[config.mk]
export PLATFORM = sky130hd
export DESIGN_NAME = wb_fifo_slave_flat
export DESIGN_NICKNAME = d
export VERILOG_FILES = /design/src/rtl/wb_fifo_slave_if.sv /design/src/rtl/wb_fifo_slave.sv /design/src/flat_wrapper.sv
export SDC_FILE = /design/constraint.sdc
export NUM_CORES = 1
export LEC_CHECK = 0
export ABC_CLOCK_PERIOD_IN_PS = 15800
export BUFFER_PORTS_ARGS = -buffer_cell sky130_fd_sc_hd__buf_2
export CAP_MARGIN = 20
export CORE_AREA = 3 3 191 193
export CTS_CLUSTER_DIAMETER = 60
export DETAILED_ROUTE_END_ITERATION = 10
export DIE_AREA = 0 0 194 196
export GPL_ROUTABILITY_DRIVEN = 1
export PLACE_DENSITY = 0.78
export SYNTH_ARGS = -nofsm -noshare
export SYNTH_HDL_FRONTEND = slang
export SYNTH_SLANG_ARGS = --single-unit
[constraint.sdc]
create_clock -name wb_clk -period 15.8 [get_ports wb_clk]
set_input_delay 3.16 -clock wb_clk [delete_from_list [all_inputs] [get_ports wb_clk]]
set_output_delay 3.16 -clock wb_clk [all_outputs]
set_load 0.03 [all_outputs]
[src/rtl/wb_fifo_slave_if.sv]
// Wishbone B3 slave-side bus bundle for wb_fifo_slave.
// Carries the request signals from the master and the termination and read
// data back. Clock and reset stay as plain ports on the slave.
interface wb_fifo_slave_if #(
  parameter int dw = 32,
  parameter int aw = 32
);
  logic [aw-1:0] adr_i;
  logic [dw-1:0] dat_i;
  logic [3:0]    sel_i;
  logic          we_i;
  logic          cyc_i;
  logic          stb_i;
  logic [2:0]    cti_i;
  logic [1:0]    bte_i;
  logic [dw-1:0] dat_o;
  logic          ack_o;
  logic          err_o;
  logic          rty_o;

  modport slave (
    input  adr_i, dat_i, sel_i, we_i, cyc_i, stb_i, cti_i, bte_i,
    output dat_o, ack_o, err_o, rty_o
  );

  modport master (
    output adr_i, dat_i, sel_i, we_i, cyc_i, stb_i, cti_i, bte_i,
    input  dat_o, ack_o, err_o, rty_o
  );
endinterface

[src/rtl/wb_fifo_slave.sv]
// Wishbone B3 slave exposing a sample FIFO behind a DATA register, plus
// STATUS and CTRL registers. Writes to DATA push, reads pop. Incrementing
// bursts (cti=010) on DATA are acked every cycle while stb is held.
// Optional feature macro: WB_FIFO_SLAVE_IRQ_EN enables the threshold /
// sticky-flag level interrupt and the CTRL irq_en/thresh fields.
module wb_fifo_slave #(
  parameter int dw    = 32,
  parameter int aw    = 32,
  parameter int DEPTH = 16,
  parameter int AW_F  = 4
) (
  input  logic           wb_clk,
  input  logic           wb_rst,
  wb_fifo_slave_if.slave wb_s,
  output logic [AW_F:0]  fifo_count,
  output logic           irq
);

  typedef enum logic [1:0] {
    IDLE  = 2'd0,
    RESP  = 2'd1,
    BURST = 2'd2
  } state_t;

  localparam logic [2:0]      CTI_INCR = 3'b010;
  localparam logic [AW_F:0]   FULL_CNT = (AW_F + 1)'(DEPTH);
  localparam logic [AW_F:0]   CNT_ONE  = 1;
  localparam logic [AW_F-1:0] PTR_ONE  = 1;

  state_t          state_q, state_d;
  logic [AW_F-1:0] wr_ptr_q, wr_ptr_d;
  logic [AW_F-1:0] rd_ptr_q, rd_ptr_d;
  logic [AW_F:0]   count_q, count_d;
  logic            ovf_q, ovf_d;
  logic            unf_q, unf_d;
  logic [dw-1:0]   mem [DEPTH];

  logic            fifo_empty, fifo_full, active;
  logic [1:0]      reg_sel;
  logic            ack, err, rty;
  logic            push, pop, flush;
  logic            set_ovf, set_unf, clr_ovf, clr_unf, ctrl_we;
  logic [dw-1:0]   status_word, ctrl_word, rdata;
  logic            unused_bus;

  assign reg_sel     = wb_s.adr_i[3:2];
  assign fifo_empty  = (count_q == '0);
  assign fifo_full   = (count_q == FULL_CNT);
  assign status_word = {12'd0, unf_q, ovf_q, fifo_full, fifo_empty, 16'(count_q)};
  assign unused_bus  = ^{wb_s.adr_i[aw-1:4], wb_s.adr_i[1:0], wb_s.bte_i};

  // Bus FSM and register decode: terminations are driven only in RESP/BURST,
  // and every side-effect strobe is qualified by the termination it rides on.
  always_comb begin
    state_d = state_q;
    active  = 1'b0;
    ack     = 1'b0;
    err     = 1'b0;
    rty     = 1'b0;
    rdata   = '0;
    push    = 1'b0;
    pop     = 1'b0;
    flush   = 1'b0;
    set_ovf = 1'b0;
    set_unf = 1'b0;
    clr_ovf = 1'b0;
    clr_unf = 1'b0;
    ctrl_we = 1'b0;
    case (state_q)
      IDLE: begin
        if (wb_s.cyc_i && wb_s.stb_i) state_d = RESP;
      end
      RESP, BURST: begin
        // Any non-continuing outcome (classic beat, cti=111, error, retry,
        // stb or cyc dropped) returns to IDLE.
        state_d = IDLE;
        active  = wb_s.cyc_i && wb_s.stb_i;
      end
      default: state_d = IDLE;
    endcase

    if (active) begin
      case (reg_sel)
        2'd0: begin
          if (wb_s.we_i) begin
            if (wb_s.sel_i != 4'hF) begin
              err = 1'b1;
            end else if (fifo_full) begin
              rty     = 1'b1;
              set_ovf = 1'b1;
            end else begin
              ack  = 1'b1;
              push = 1'b1;
            end
          end else begin
            ack = 1'b1;
            if (fifo_empty) begin
              set_unf = 1'b1;
            end else begin
              pop   = 1'b1;
              rdata = mem[rd_ptr_q];
            end
          end
        end
        2'd1: begin
          ack = 1'b1;
          if (wb_s.we_i) begin
            clr_ovf = wb_s.dat_i[18];
            clr_unf = wb_s.dat_i[19];
          end else begin
            rdata = status_word;
          end
        end
        2'd2: begin
          ack = 1'b1;
          if (wb_s.we_i) begin
            ctrl_we = 1'b1;
            flush   = wb_s.dat_i[0];
          end else begin
            rdata = ctrl_word;
          end
        end
        default: err = 1'b1;
      endcase
      if (ack && (reg_sel == 2'd0) && (wb_s.cti_i == CTI_INCR)) state_d = BURST;
    end
  end

  assign wb_s.ack_o = ack;
  assign wb_s.err_o = err;
  assign wb_s.rty_o = rty;
  assign wb_s.dat_o = rdata;
  assign fifo_count = count_q;

  // FIFO pointer/occupancy and sticky-flag next state; flush overrides push/pop.
  always_comb begin
    wr_ptr_d = wr_ptr_q;
    rd_ptr_d = rd_ptr_q;
    count_d  = count_q;
    if (flush) begin
      wr_ptr_d = '0;
      rd_ptr_d = '0;
      count_d  = '0;
    end else begin
      if (push) begin
        wr_ptr_d = wr_ptr_q + PTR_ONE;
        count_d  = count_q + CNT_ONE;
      end
      if (pop) begin
        rd_ptr_d = rd_ptr_q + PTR_ONE;
        count_d  = count_q - CNT_ONE;
      end
    end
    ovf_d = set_ovf | (ovf_q & ~clr_ovf);
    unf_d = set_unf | (unf_q & ~clr_unf);
  end

  // Control state register with asynchronous clear.
  always_ff @(posedge wb_clk or posedge wb_rst) begin
    if (wb_rst) begin
      state_q  <= IDLE;
      wr_ptr_q <= '0;
      rd_ptr_q <= '0;
      count_q  <= '0;
      ovf_q    <= 1'b0;
      unf_q    <= 1'b0;
    end else begin
      state_q  <= state_d;
      wr_ptr_q <= wr_ptr_d;
      rd_ptr_q <= rd_ptr_d;
      count_q  <= count_d;
      ovf_q    <= ovf_d;
      unf_q    <= unf_d;
    end
  end

  // Sample storage; contents need no reset since occupancy gates every read.
  always_ff @(posedge wb_clk) begin
    if (push) mem[wr_ptr_q] <= wb_s.dat_i;
  end

`ifdef WB_FIFO_SLAVE_IRQ_EN
  logic        irq_en_q, irq_en_d;
  logic [15:0] thresh_q, thresh_d;
  logic        irq_q, irq_d;

  assign ctrl_word = {thresh_q, 14'd0, irq_en_q, 1'b0};
  assign irq       = irq_q;

  // CTRL field update and registered interrupt condition.
  always_comb begin
    irq_en_d = irq_en_q;
    thresh_d = thresh_q;
    if (ctrl_we) begin
      irq_en_d = wb_s.dat_i[1];
      thresh_d = wb_s.dat_i[31:16];
    end
    irq_d = irq_en_q & ((16'(count_q) >= thresh_q) | ovf_q | unf_q);
  end

  // Interrupt and CTRL registers with asynchronous clear.
  always_ff @(posedge wb_clk or posedge wb_rst) begin
    if (wb_rst) begin
      irq_en_q <= 1'b0;
      thresh_q <= '0;
      irq_q    <= 1'b0;
    end else begin
      irq_en_q <= irq_en_d;
      thresh_q <= thresh_d;
      irq_q    <= irq_d;
    end
  end
`else
  logic unused_ctrl;

  assign ctrl_word   = '0;
  assign irq         = 1'b0;
  assign unused_ctrl = ctrl_we;
`endif

endmodule

[src/flat_wrapper.sv]
// flat-port wrapper written by rule: the top's interface ports become plain ports
module wb_fifo_slave_flat 
#(
  parameter int dw    = 32,
  parameter int aw    = 32,
  parameter int DEPTH = 16,
  parameter int AW_F  = 4
)
  (wb_clk, wb_rst, fifo_count, irq, wb_s_adr_i, wb_s_dat_i, wb_s_sel_i, wb_s_we_i, wb_s_cyc_i, wb_s_stb_i, wb_s_cti_i, wb_s_bte_i, wb_s_dat_o, wb_s_ack_o, wb_s_err_o, wb_s_rty_o);
  wb_fifo_slave_if #(.dw(dw), .aw(aw)) wb_s_i ();
  input  logic wb_clk;
  input  logic wb_rst;
  output logic [AW_F:0] fifo_count;
  output logic irq;
  input wire logic [$bits(wb_s_i.adr_i)-1:0] wb_s_adr_i;
  input wire logic [$bits(wb_s_i.dat_i)-1:0] wb_s_dat_i;
  input wire logic [$bits(wb_s_i.sel_i)-1:0] wb_s_sel_i;
  input wire logic [$bits(wb_s_i.we_i)-1:0] wb_s_we_i;
  input wire logic [$bits(wb_s_i.cyc_i)-1:0] wb_s_cyc_i;
  input wire logic [$bits(wb_s_i.stb_i)-1:0] wb_s_stb_i;
  input wire logic [$bits(wb_s_i.cti_i)-1:0] wb_s_cti_i;
  input wire logic [$bits(wb_s_i.bte_i)-1:0] wb_s_bte_i;
  output wire logic [$bits(wb_s_i.dat_o)-1:0] wb_s_dat_o;
  output wire logic [$bits(wb_s_i.ack_o)-1:0] wb_s_ack_o;
  output wire logic [$bits(wb_s_i.err_o)-1:0] wb_s_err_o;
  output wire logic [$bits(wb_s_i.rty_o)-1:0] wb_s_rty_o;
  assign wb_s_i.adr_i = wb_s_adr_i;
  assign wb_s_i.dat_i = wb_s_dat_i;
  assign wb_s_i.sel_i = wb_s_sel_i;
  assign wb_s_i.we_i = wb_s_we_i;
  assign wb_s_i.cyc_i = wb_s_cyc_i;
  assign wb_s_i.stb_i = wb_s_stb_i;
  assign wb_s_i.cti_i = wb_s_cti_i;
  assign wb_s_i.bte_i = wb_s_bte_i;
  assign wb_s_dat_o = wb_s_i.dat_o;
  assign wb_s_ack_o = wb_s_i.ack_o;
  assign wb_s_err_o = wb_s_i.err_o;
  assign wb_s_rty_o = wb_s_i.rty_o;
  wb_fifo_slave #(.dw(dw), .aw(aw), .DEPTH(DEPTH), .AW_F(AW_F)) u_core (.wb_clk(wb_clk), .wb_rst(wb_rst), .wb_s(wb_s_i), .fifo_count(fifo_count), .irq(irq));
endmodule
==> results.json <==
{
  "cp_slowest_cell": "buf_4",
  "synth_top_family_by_area": "multiplexers",
  "yosysWarnings": 0,
  "swShare": 0.194,
  "grt_setup_unrepaired": "no",
  "netlist_instances": 991,
  "final_area_um2": 23600,
  "synthMuxAreaShare": 0.158,
  "placedCellCount": 1497,
  "clkTransAtPathRegs_ns": 0.06,
  "dpl-instance-area_um2": 21900,
  "syn_avg_cell_area_um2": 21.1,
  "yosysTopAreaCellShare": 0.734,
  "synth-simple-area-share": 0.0280,
  "critPathKind": "primary input to output port",
  "synth_area_leader_cell": "edfxtp_1",
  "reg2reg_depth": 7,
  "synth_area_leaders": "edfxtp_1 73%, mux4_2 14%, dfrtp_1 2.0%",
  "cp-start-kind": "primary input",
  "synthAdderAreaFrac": 0.00872,
  "dieArea_um2": 38000,
  "routabilityCongestion": 0.820,
  "pwr-share-comb": 0.022,
  "required_ns": 12.64,
  "instances_no_fill": 1595,
  "start_util": 0.604,
  "crit_chain": "buf_2 > inv_1 > ha_1 > and4_1 > o211ai_4 > buf_4 > nor2_2 > a221o_1 > buf_2",
  "num_antenna_cells": 0,
  "grt_pass1_wl_mm": 66.0,
  "drv_slew": 0,
  "hold_viol_final": 0,
  "slew_headroom": 0.267,
  "wl_mm": 43.4,
  "p_int_uw": 2250,
  "synth_enable_flop_cells": 512,
  "yosysMostFrequentCell": "edfxtp_1",
  "setup_viol": 0,
  "nFillCells": 2102,
  "worst_slew_pin_slew_ns": 1.10,
  "io_buffers": 85,
  "hp-class": "register to register",
  "grt_max_degree": 72,
  "crit_arrival_ns": 5.15,
  "drive_above_1_share": 0.305,
  "cts_max_level": 2,
  "cts_resized": 0,
  "cellLeakagePower_uw": 0.00762,
  "drtIter0Drc": 1215,
  "clkPwrFrac": 0.425,
  "cts_root_buf": "clkbuf_16",
  "setup_ws_ns": 7.49,
  "max_freq_ghz": 0.120,
  "grt_pass1_vias": 10700,
  "tns_ns": 0,
  "cp-end-kind": "output port",
  "netlist_top_cells_count": "512 x edfxtp_1, 126 x mux4_2, 46 x a211oi_1, 39 x mux2i_1, 30 x and2_1",
  "synth_seq_area_share": 0.754,
  "synth_cell_types": 52,
  "hold_depth": 2,
  "place_ws_ns": 7.50,
  "design.portCount": 119,
  "critPathMaxFanout": 37,
  "core_area_um2": 34700,
  "syn_area_um2": 21000,
  "ir_worst_vdd_v": 0.000100,
  "clkSinkCount": 529,
  "p_switching_uw": 541,
  "vias_per_cell": 6.48,
  "cts-hold-fix-buffers": 0,
  "synthFlopType": "edfxtp_1",
  "rows": 68,
  "finalPower_uw": 2790,
  "min_period_ns": 8.31,
  "maxCapViolCount": 0,
  "insertion_delay_ns": 0.58,
  "regArea_um2": 15800,
  "synthXorXnorAreaFrac": 0.00125,
  "via_count": 10300,
  "gr-total-overflow": 0,
  "track_usage": 0.231,
  "synth_nets": 1083,
  "cp_common_cell": "buf_2",
  "ant_nets": 0,
  "tritoncts": "built",
  "hpwl_mm": 22.5,
  "cts_max_path_buffers": 3,
  "status": "finished clean",
  "post_cts_buffers": 0,
  "nets": 1190,
  "die_h_um": 196,
  "powerDensity_nw_per_um2": 118,
  "drc": 0,
  "ys_seq_elements": 529,
  "die_x_um": 194,
  "dr.pass1.iters": 5,
  "antenna_found_initial": 2,
  "finClkSkew_ns": 0.0187,
  "multi_input_area_um2": 4850,
  "area_growth_pct": 12.6,
  "cpPeakStageDelay_ns": 0.52,
  "async_flop_share": 0.0321,
  "synth-compound-area-share": 0.0324,
  "rrSetupSlack_ns": 12.30,
  "detail_route.wl_per_cell_um": 27.2,
  "seqPwrFrac": 0.553,
  "min_period_over_period": 0.526,
  "numCtsBuffers": 51
}
[path summary, 6_finish.rpt]
check	start	end
max in group asynchronous	wb_rst	u_core.rd_ptr_q[1]
max	wb_s_adr_i[2]	wb_s_dat_o[1]
min in group asynchronous	wb_rst	u_core.fifo_count[0]
min	u_core.state_q[1]	u_core.state_q[1]
max reg2reg	u_core.state_q[0]	u_core.mem[12][27]
min reg2reg	u_core.state_q[1]	u_core.state_q[1]
[state kept, by name (all words and copies together), names as in the netlist]
register	count
u_core.fifo_count	5
u_core.mem	512
u_core.ovf_q	1
u_core.rd_ptr_q	4
u_core.state_q	2
u_core.unf_q	1
u_core.wr_ptr_q	4
[cell usage in the layout, fill, tap and decap left out, drive strengths merged, types with 2 or more instances in the layout]
cell type and instances:
ha 13, o21ai 9, clkinv 18, nor2 25
bufinv 4, clkbuf 68, a31oi 2, mux2i 39
o211ai 2, nand2b 4, nand3 5, or3 5
nor3b 2, a211oi 46, a221o 7, mux2 7
nor2b 2, nor3 2, nor4 5, dfrtp 17
o31ai 3, and2 31, xor2 2, edfxtp 512
mux4 126, nand2 14, nand4 7, a21oi 12
inv 25, buf 110
[logic make-up after synthesis]
group	Yosys count
muxes	172
and+or+nand+nor	107
AOI/OAI and AO/OA	89
DFF	529
buffers and inverters	76
xor gates and xnor gates	3
other	1
adders and majority gates	14
[cell type report]
class                           instances  area share
Timing Repair Buffer                  110      0.0276
Multi-Input combinational cell        386       0.206
Sequential cell                       529       0.670
Tap cell                              455      0.0241
Inverter                               20     0.00318
Clock buffer                           68      0.0589
Clock inverter                         27      0.0107
[metal layers]
layer	vias up	wire length, um	track usage
met4	4	1280	0.0785
li1	4345	-	-
met5	-	21	0
met3	98	3780	0.0507
met2	552	20600	0.359
met1	5331	17700	0.336
[worst max-delay path, delay by kind of cell]
kind / cells / cell delay, ns
fa+ha+maj: 1 / 0.23
simple gates: 2 / 0.41
buf+inv: 4 / 0.87
compound gates: 2 / 0.46
[power groups by stage]
| stage | Sequential, uW | Combinational (uW) | Clock (uW) |
|---|---|---|---|
| floorplan | 1570 | 34.8 | 0 |
| detailed placement | 1570 | 61.6 | 0 |
| global route | 1540 | 68.9 | 1260 |
| finish | 1540 | 61.8 | 1180 |
| global placement | 1570 | 58.9 | 0 |
| CTS | 1540 | 62.2 | 1200 |
[metrics by stage]
stage          utilization  hold WS, ns
4_1_cts              0.678        0.539
5_1_grt              0.680        0.570
3_5_place_dp         0.631        0.524
2_1_floorplan            -        0.470
6_report             0.680        0.525
3_3_place_gp         0.631        0.499
No activity file was read; power rests on OpenSTA's default activity.
